$ cat src/rtl/keypad_arbiter.sv
// keypad_arbiter: round-robin arbiter that feeds one requester's 4-digit code to a shared combination lock
// Ports: clk/rst (sync, active-high); req/code per requester (code i on bits [16i+15:16i], digit 0 in top nibble);
//        ack/done one-cycle per-requester pulses; res_* result flags valid only with done; busy = not IDLE;
//        lk_enter/lk_pass drive the lock; lk_grant/lk_deny/lk_lock are the lock's outputs.
module keypad_arbiter #(
    parameter int N_REQ        = 4,
    parameter int RESP_TIMEOUT = 16
) (
    input  logic                  clk,
    input  logic                  rst,
    input  logic [N_REQ-1:0]      req,
    input  logic [16*N_REQ-1:0]   code,
    output logic [N_REQ-1:0]      ack,
    output logic [N_REQ-1:0]      done,
    output logic                  res_grant,
    output logic                  res_deny,
    output logic                  res_locked,
    output logic                  res_timeout,
    output logic                  busy,
    output logic                  lk_enter,
    output logic [3:0]            lk_pass,
    input  logic                  lk_grant,
    input  logic                  lk_deny,
    input  logic                  lk_lock
);
    localparam int W  = $clog2(N_REQ);
    localparam int TW = $clog2(RESP_TIMEOUT + 1);
    typedef enum logic [2:0] {IDLE, ENTER, DIGIT, WAIT_RESP, DONE} state_t;
    state_t          state, state_n;
    logic [W-1:0]    rr_ptr, win, sel;
    logic [W:0]      idx;
    logic [1:0]      dcnt, dcnt_n;
    logic [TW-1:0]   tcnt;
    logic [15:0]     code_q;
    logic [3:0]      res_n;
    logic            take;
    // Walk offsets from the far end down so the requester closest to rr_ptr is the last (winning) hit.
    always_comb begin
        sel = '0;
        idx = '0;
        for (int i = N_REQ - 1; i >= 0; i--) begin
            idx = {1'b0, rr_ptr} + (W+1)'(i);
            if (idx >= (W+1)'(N_REQ)) idx = idx - (W+1)'(N_REQ);
            if (req[idx[W-1:0]]) sel = idx[W-1:0];
        end
    end
    always_comb begin
        state_n = state;
        res_n   = 4'b0000;
        case (state)
            IDLE:      if (|req && !lk_lock) state_n = ENTER;
            ENTER:     state_n = DIGIT;
            DIGIT:     if (dcnt == 2'd3) state_n = WAIT_RESP;
            WAIT_RESP: begin
                // A response on the last counted cycle still beats the timeout.
                if (lk_lock || lk_deny || lk_grant) begin
                    state_n = DONE;
                    res_n   = lk_lock ? 4'b1000 : lk_deny ? 4'b0100 : 4'b0010;
                end else if (tcnt == TW'(RESP_TIMEOUT - 1)) begin
                    state_n = DONE;
                    res_n   = 4'b0001;
                end
            end
            DONE:      state_n = IDLE;
            default:   state_n = IDLE;
        endcase
    end
    assign dcnt_n = (state == DIGIT) ? dcnt + 2'd1 : 2'd0;
    assign take   = (state == IDLE) && (state_n == ENTER);
    // Outputs are registered from the next state so they line up with the state they describe.
    always_ff @(posedge clk) begin
        if (rst) begin
            state    <= IDLE;
            rr_ptr   <= '0;
            win      <= '0;
            code_q   <= '0;
            dcnt     <= '0;
            tcnt     <= '0;
            ack      <= '0;
            done     <= '0;
            {res_locked, res_deny, res_grant, res_timeout} <= 4'b0000;
            busy     <= 1'b0;
            lk_enter <= 1'b0;
            lk_pass  <= 4'd0;
        end else begin
            state <= state_n;
            dcnt  <= dcnt_n;
            tcnt  <= (state == WAIT_RESP) ? tcnt + 1'b1 : '0;
            if (take) begin
                win    <= sel;
                code_q <= code[{sel, 4'b0000} +: 16];
                rr_ptr <= (sel == W'(N_REQ - 1)) ? '0 : sel + 1'b1;
            end
            ack      <= take ? N_REQ'(1) << sel : '0;
            done     <= (state_n == DONE) ? N_REQ'(1) << win : '0;
            {res_locked, res_deny, res_grant, res_timeout} <= res_n;
            busy     <= state_n != IDLE;
            lk_enter <= state_n == ENTER;
            // Digit k sits at nibble 3-k, i.e. nibble ~k for a 2-bit k.
            lk_pass  <= (state_n == DIGIT) ? code_q[{~dcnt_n, 2'b00} +: 4] : 4'd0;
        end
    end
endmodule

$ cat config.mk
export PLATFORM = sky130hd
export DESIGN_NAME = keypad_arbiter
export DESIGN_NICKNAME = d
export VERILOG_FILES = /design/src/rtl/keypad_arbiter.sv
export SDC_FILE = /design/constraint.sdc
export NUM_CORES = 1
export LEC_CHECK = 0
export ABC_CLOCK_PERIOD_IN_PS = 2070
export CAP_MARGIN = 20
export CORE_MARGIN = 2
export CORE_UTILIZATION = 39
export DETAILED_ROUTE_END_ITERATION = 10
export PLACE_DENSITY = 0.76
export RECOVER_POWER = 100
export SETUP_SLACK_MARGIN = 0.05
export SLEW_MARGIN = 10
export SYNTH_ARGS = -nofsm -noshare
export SYNTH_HDL_FRONTEND = slang
export SYNTH_SLANG_ARGS = --single-unit
$ cat constraint.sdc
create_clock -name clk -period 2.07 [get_ports clk]
set_input_delay 0.621 -clock clk [delete_from_list [all_inputs] [get_ports clk]]
set_output_delay 0.621 -clock clk [all_outputs]
set_load 0.005 [all_outputs]
======== Word-level counts from Yosys, hierarchy flattened ========
Index checks and enable logic that the tools add are counted.
word-level totals
  memories ................................ 0
  input port bits ......................... 73
  bits in latches ......................... 0
  output and inout bits ................... 18
  bits in read-only memories .............. 0
  bits in registers ....................... 48
  memory bits (writable) .................. 0
  logic and storage cells ................. 90
cells by class
  reductions and logical operators ........ 12
  shifts and indexed selects .............. 4
  add/subtract/negate cells ............... 10
  bitwise gates (word level) .............. 5
  multiply operators ...................... 0
  mux-type cells .......................... 27
  equal/unequal tests ..................... 9
  order comparisons ....................... 8
  div/mod/pow operators ................... 0
operators with widths
  kind                                                        count
  indexed part select 64 x 7 -> 16 bit                        1
  two-way mux 2 bit                                           10
  indexed part select 16 x 5 -> 4 bit                         1
  two-way mux 3 bit                                           5
  less-than comparator 2 x 3 -> 1 bit, second input constant  4
  case mux 3 bit (4 select lines)                             1
  equality test 3 x 2 -> 1 bit, second input constant         3
  greater-or-equal comparator 3 bit, second input constant    3
  binary-select mux 1 bit (select 2 bit)                      4
  two-way mux 4 bit                                           2
  OR reduction 2 bit                                          4
  << shifter 1 x 2 -> 4 bit, first input constant             2
  subtractor 2 x 1 -> 2 bit, second input constant            4
  adder 2 x 2 -> 3 bit, second input constant                 2
  equality test 3 x 1 -> 1 bit, second input constant         2
  adder 5 x 1 -> 5 bit, second input constant                 1
  equality test 5 x 4 -> 1 bit, second input constant         1
  two-way mux 1 bit                                           5
  adder 2 x 1 -> 2 bit, second input constant                 2
  equality test 2 bit, second input constant                  2
  NOT 1 bit                                                   4
  OR reduction 4 bit                                          1
  adder 2 x 1 -> 3 bit, second input constant                 1
  equality test 3 bit, second input constant                  1
  7 further kinds                                             9

======== Depth between registers and ports, before layout ========
  word-level depth ........................ 11
  gate-level depth with buffers ........... 8
  depth with buffers taken out ............ 8

======== Worst setup path after synthesis ========
No wires, ideal clock.
  kind .................................... input to register
  start point ............................. input port req[0]
  end point ............................... register code_q[11]
  stages on the path ...................... 8
  data arrival time ....................... 2.102 ns
  required time ........................... 1.948 ns
  path buffers ............................ 3
  path slack .............................. -0.154 ns
  setup time .............................. 0.122 ns
  cell sequence ........................... buf_6 > a21oi_1 > o21ai_1 > o2bb2a_1 > buf_2 > buf_2 > mux2_2 > a221o_1
on the way
  word-level cells in the longest chain between the ends .. 7
  elaborated cells on any way between the ends .. 19
  classes of those cells .................. 1 x eq/ne; 1 x shift; 14 x mux; 3 x reduce/logical
RTL lines
  element                                  RTL line  RTL
  start: declaration                       11        input logic [N_REQ-1:0] req,
  binary-select mux 1 bit (select 2 bit)   44        if (req[idx[W-1:0]]) sel = idx[W-1:0];
  two-way mux 1 bit (not written as such)  44
  two-way mux 2 bit (4 in series)          44
  indexed part select 64 x 7 -> 16 bit     91        code_q <= code[{sel, 4'b0000} +: 16];
  end signal: assignment                   91
  end: declaration                         34        logic [15:0] code_q;
Parallel ways exist; a longest one is shown, timed or not. The select of a mux whose other input is x is not followed.
A chain may end at the register's enable or synchronous reset.

======== Worst setup path after layout ========
  start point ............................. register tcnt[0]
  end point ............................... register lk_pass[3]
on the way
  word-level cells in the longest chain between the ends .. 7
RTL lines
  element                          RTL line  RTL
  start: declaration               33        logic [TW-1:0] tcnt;
  start signal: assignment         88        tcnt <= (state == WAIT_RESP) ? tcnt + 1'b1 : '0;
  equality test 5 x 4 -> 1 bit     59        end else if (tcnt == TW'(RESP_TIMEOUT - 1)) begin
  two-way mux 3 bit                59
  two-way mux 3 bit                56        if (lk_lock || lk_deny || lk_grant) begin
  case mux 3 bit (4 select lines)  50        case (state)
  equality test 3 x 2 -> 1 bit     100       lk_pass <= (state_n == DIGIT) ? code_q[{~dcnt_n, 2'b00} +: 4] : 4'd0;
  NOT 1 bit (no line)              --
  OR reduction 2 bit (no line)     --
  end signal: assignment           100
  end: declaration                 21        output logic [3:0] lk_pass,
Every way passes these cells.

==> run_results.csv <==
group,metric,value,unit
status,outcome,"finished clean",
timing,clock_skew,9.20,ps
synthesis,synth_largest_type_area_fraction,0.419,
power_and_ir_drop,p_per_area,596,nW/um2
final_layout,multi_input_area,1310,um2
timing,setup-tns-final,0,ps
final_layout,final_standard_cell_count_with_taps_included_and_fillers_excluded,433,
synthesis,synth-async-reset-ratio,0,
clocking,cts_max_path_buffers,2,
final_layout,diodes,0,
timing,setup_repair_after_global_routing_missed_its_margin,"yes",
synthesis,netlist_instances,245,
timing,setup-violations-final,0,
synthesis,synth.top_cells.by_area,"dfxtp_1, mux2i_1, mux2_2",
floorplanning,area_of_the_core,5570,um2
synthesis,synth.ff_latch_count,48,
route,routed_wire_length_per_instance,15.4,um
floorplanning,die_y,80.6,um
critical_path,startpoint_of_the_worst_register_to_register_path,"tcnt[0]",
placement,dpl.hpwl,4.78,mm
global_routing,global_route_wire_length_before_repair,10.2,mm
clocking,cts_num_sinks,48,
placement,dp_cell_count,419,
placement,placed_area,3480,um2
timing,maxSlewViolCount,0,
final_layout,area_growth,61.7,%
global_routing,globalRouteOverflowTotal,0,
power_and_ir_drop,ir_worst_vdd,373,uV
critical_path,critical_path_required,2300,ps
final_layout,layout.nets,436,
placement,place_congestion,0.760,
synthesis,synthesis.yosys.warnings,0,
global_routing,grt.total_usage,0.201,
timing,post_route_clock_period_utilization,0.984,
final_layout,design_area,3700,um2
route,drt_pass1_iterations,4,
critical_path,critical_path.startpoint_type,"flop",
critical_path,rr_endpoint,"lk_pass[3]",
flow_run,timing.max_cap.violations,0,
final_layout,post_route_cells_drive_above_1_share,0.211,
synthesis,postSynthNetCount,321,
final_layout,layout_common_cells,"clkdlybuf4s50_1, dfxtp_1, buf_4",
route,final_antenna_net_count,0,
critical_path,maximum_fanout_count_along_the_critical_path,4,
critical_path,timing.reg2reg.setup_slack,30,ps
timing,clock.fmax,0.491,GHz
synthesis,ys.flop_type,"dfxtp_1",
global_routing,maximum_number_of_pins_on_one_net_before_global_route_repair,15,
route,detail_route.vias_per_cell,5.28,
floorplanning,start_util,0.411,
final_layout,filler_cell_count,469,
timing,slew-limit-headroom,0.705,
clocking,hold_buffers,0,
synthesis,synth_area_leader_cell,"dfxtp_1",
placement,io_buffers,90,
synthesis,area_of_the_mapped_netlist,2290,um2
timing,finalCriticalPeriod,2040,ps
final_layout,layout.cells.most_common,"clkdlybuf4s50_1",
critical_path,slowest_delay,330,ps
critical_path,path_class,"flop to flop",
synthesis,synth_sequential_area_ratio,0.419,
synthesis,avgSynthCellArea,9.35,um2
floorplanning,dieWidth,80.6,um
critical_path,worstPathArrival,2260,ps
route,post-route-drc-count,0,
route,route.vias.total,2287,
critical_path,setup.worst_path.end_class,"flop",
synthesis,synth-edff-count,0,
floorplanning,row_count,27,
clocking,worst_skew_pair.late_latency,300,ps
route,totalWireLength,6.65,mm
route,drtIter0Drc,92,
timing,timing.hold.ws,416,ps
clocking,cts-buffers-inserted,5,
floorplanning,io-pin-count,91,
synthesis,netlist-cell-type-count,42,
final_layout,final-seq-area,962,um2
worst_hold_path,hold-path-cell-count,1,
global_routing,grt_antenna_before_repair,0,
floorplanning,die_area,6500,um2
critical_path,r2r.worst_path.cells,9,
timing,final_hold_vios,0,
critical_path,critical-path-slowest-cell,"dfxtp_2",
critical_path,worstPathCellList,"ha_1 > and3_1 > ha_2 > nor4_4 > nor2_1 > nor3_1 > buf_4 > nand3b_4 > a211oi_2",
clocking,cts_tree,"built",
critical_path,critical-path-top-delay-family,"simple AND/OR/NAND/NOR gates",
worst_hold_path,holdPathEnd,"tcnt[0]",
clocking,clock-root-buffer,"clkbuf_8",
worst_hold_path,min-delay-start,"tcnt[0]",
global_routing,first_global_vias,2235,
clocking,cts_max_level,2,
timing,worstMarginPinSlew,443,ps
critical_path,cp_num_buf_inv,1,
worst_hold_path,min_path_type,"flop to flop",
power_and_ir_drop,power.static_leakage,0.00147,uW
clocking,clk_pin_slew,80,ps
==> cell usage after synthesis, types with 5 or more instances <==
cell	number
a21oi_1	20
mux2_2	11
nor2_1	19
nand2_1	22
a221o_1	11
dfxtp_1	48
o221ai_1	6
nand3b_1	5
mux2i_1	15
a211oi_1	5
inv_1	5
nand3_1	12
clkbuf_1	7
buf_2	5
==> worst reg2reg max path: stages (launching register included) <==
cell,delay [ps]
dfxtp_2,330
ha_1,210
and3_1,190
ha_2,190
nor4_4,260
nor2_1,90
nor3_1,260
buf_4,180
nand3b_4,110
a211oi_2,150
==> routing by layer <==
layer  up-vias  track usage  routed length [um]
met2        81        0.332                3260
met1      1077        0.250                2850
li1       1119            -                   -
met3        10       0.0461                 441
met5         -            0                   0
met4         0       0.0864                  99
==> sequential cells by signal, summed over array words and instances (netlist names) <==
name         count
tcnt             5
lk_pass          4
rr_ptr           2
ack              4
done             4
code_q          16
res_grant        1
res_timeout      1
res_deny         1
state            3
res_locked       1
busy             1
lk_enter         1
win              2
dcnt             2
==> report_power, final <==
group          switching (uW)  leakage (uW)  internal, uW
sequential               43.7      0.000391           980
clock                     309     0.0000510           267
combinational             243       0.00103           366
total                     596       0.00147          1610
==> stage by stage <==
stage	utilization	total power [uW]	setup slack [ps]
after CTS	0.657	2200	48.3
after floorplan	-	1320	-33.0
after global placement	0.625	1580	-486
after global routing	0.665	2310	-106
final	0.665	2210	32.7
after detailed placement	0.625	1590	-480
==> area by class of cell <==
| class | instances | area share |
|---|---|---|
| clock inverters | 2 | 0.00270 |
| inverters | 6 | 0.00608 |
| flip-flops and latches | 48 | 0.260 |
| clock buffers | 6 | 0.0223 |
| well taps | 72 | 0.0243 |
| multi-input cells | 173 | 0.353 |
| repair buffers | 126 | 0.332 |
==> logic make-up (layout without fill, tap and decap cells) <==
kind of cell	after synthesis	after routing	synth area share
XOR/XNOR	2	2	0.00765
AO/OA/AOI/OAI	54	54	0.189
flip-flops	48	48	0.419
AND/OR/NAND/NOR	87	88	0.193
adder cells (fa/ha/maj)	3	3	0.0164
multiplexers	26	26	0.120
buffers and inverters	25	140	0.0552
==> worst max path at each step <==
| stage | depth (start not counted) | slack (ps) | from | end |
|---|---|---|---|---|
| floorplan | 8 | -30 | req[0] | lk_pass[0] |
| global placement | 8 | -490 | lk_lock | code_q[12] |
| detailed placement | 8 | -480 | req[1] | code_q[10] |
| CTS | 7 | 50 | lk_lock | code_q[13] |
| global route | 9 | -110 | tcnt[0] | lk_pass[0] |
| finish | 9 | 30 | tcnt[0] | lk_pass[3] |
==> timing repair <==
item | 4_1_cts | 5_1_grt
endpoints found under the setup margin | 26 | 20
gates cloned | 2 | 0
buffers inserted | 2 | 2
resized for setup | 13 | 14
pin swaps | 5 | 8
(Power assumes the default switching activity.)
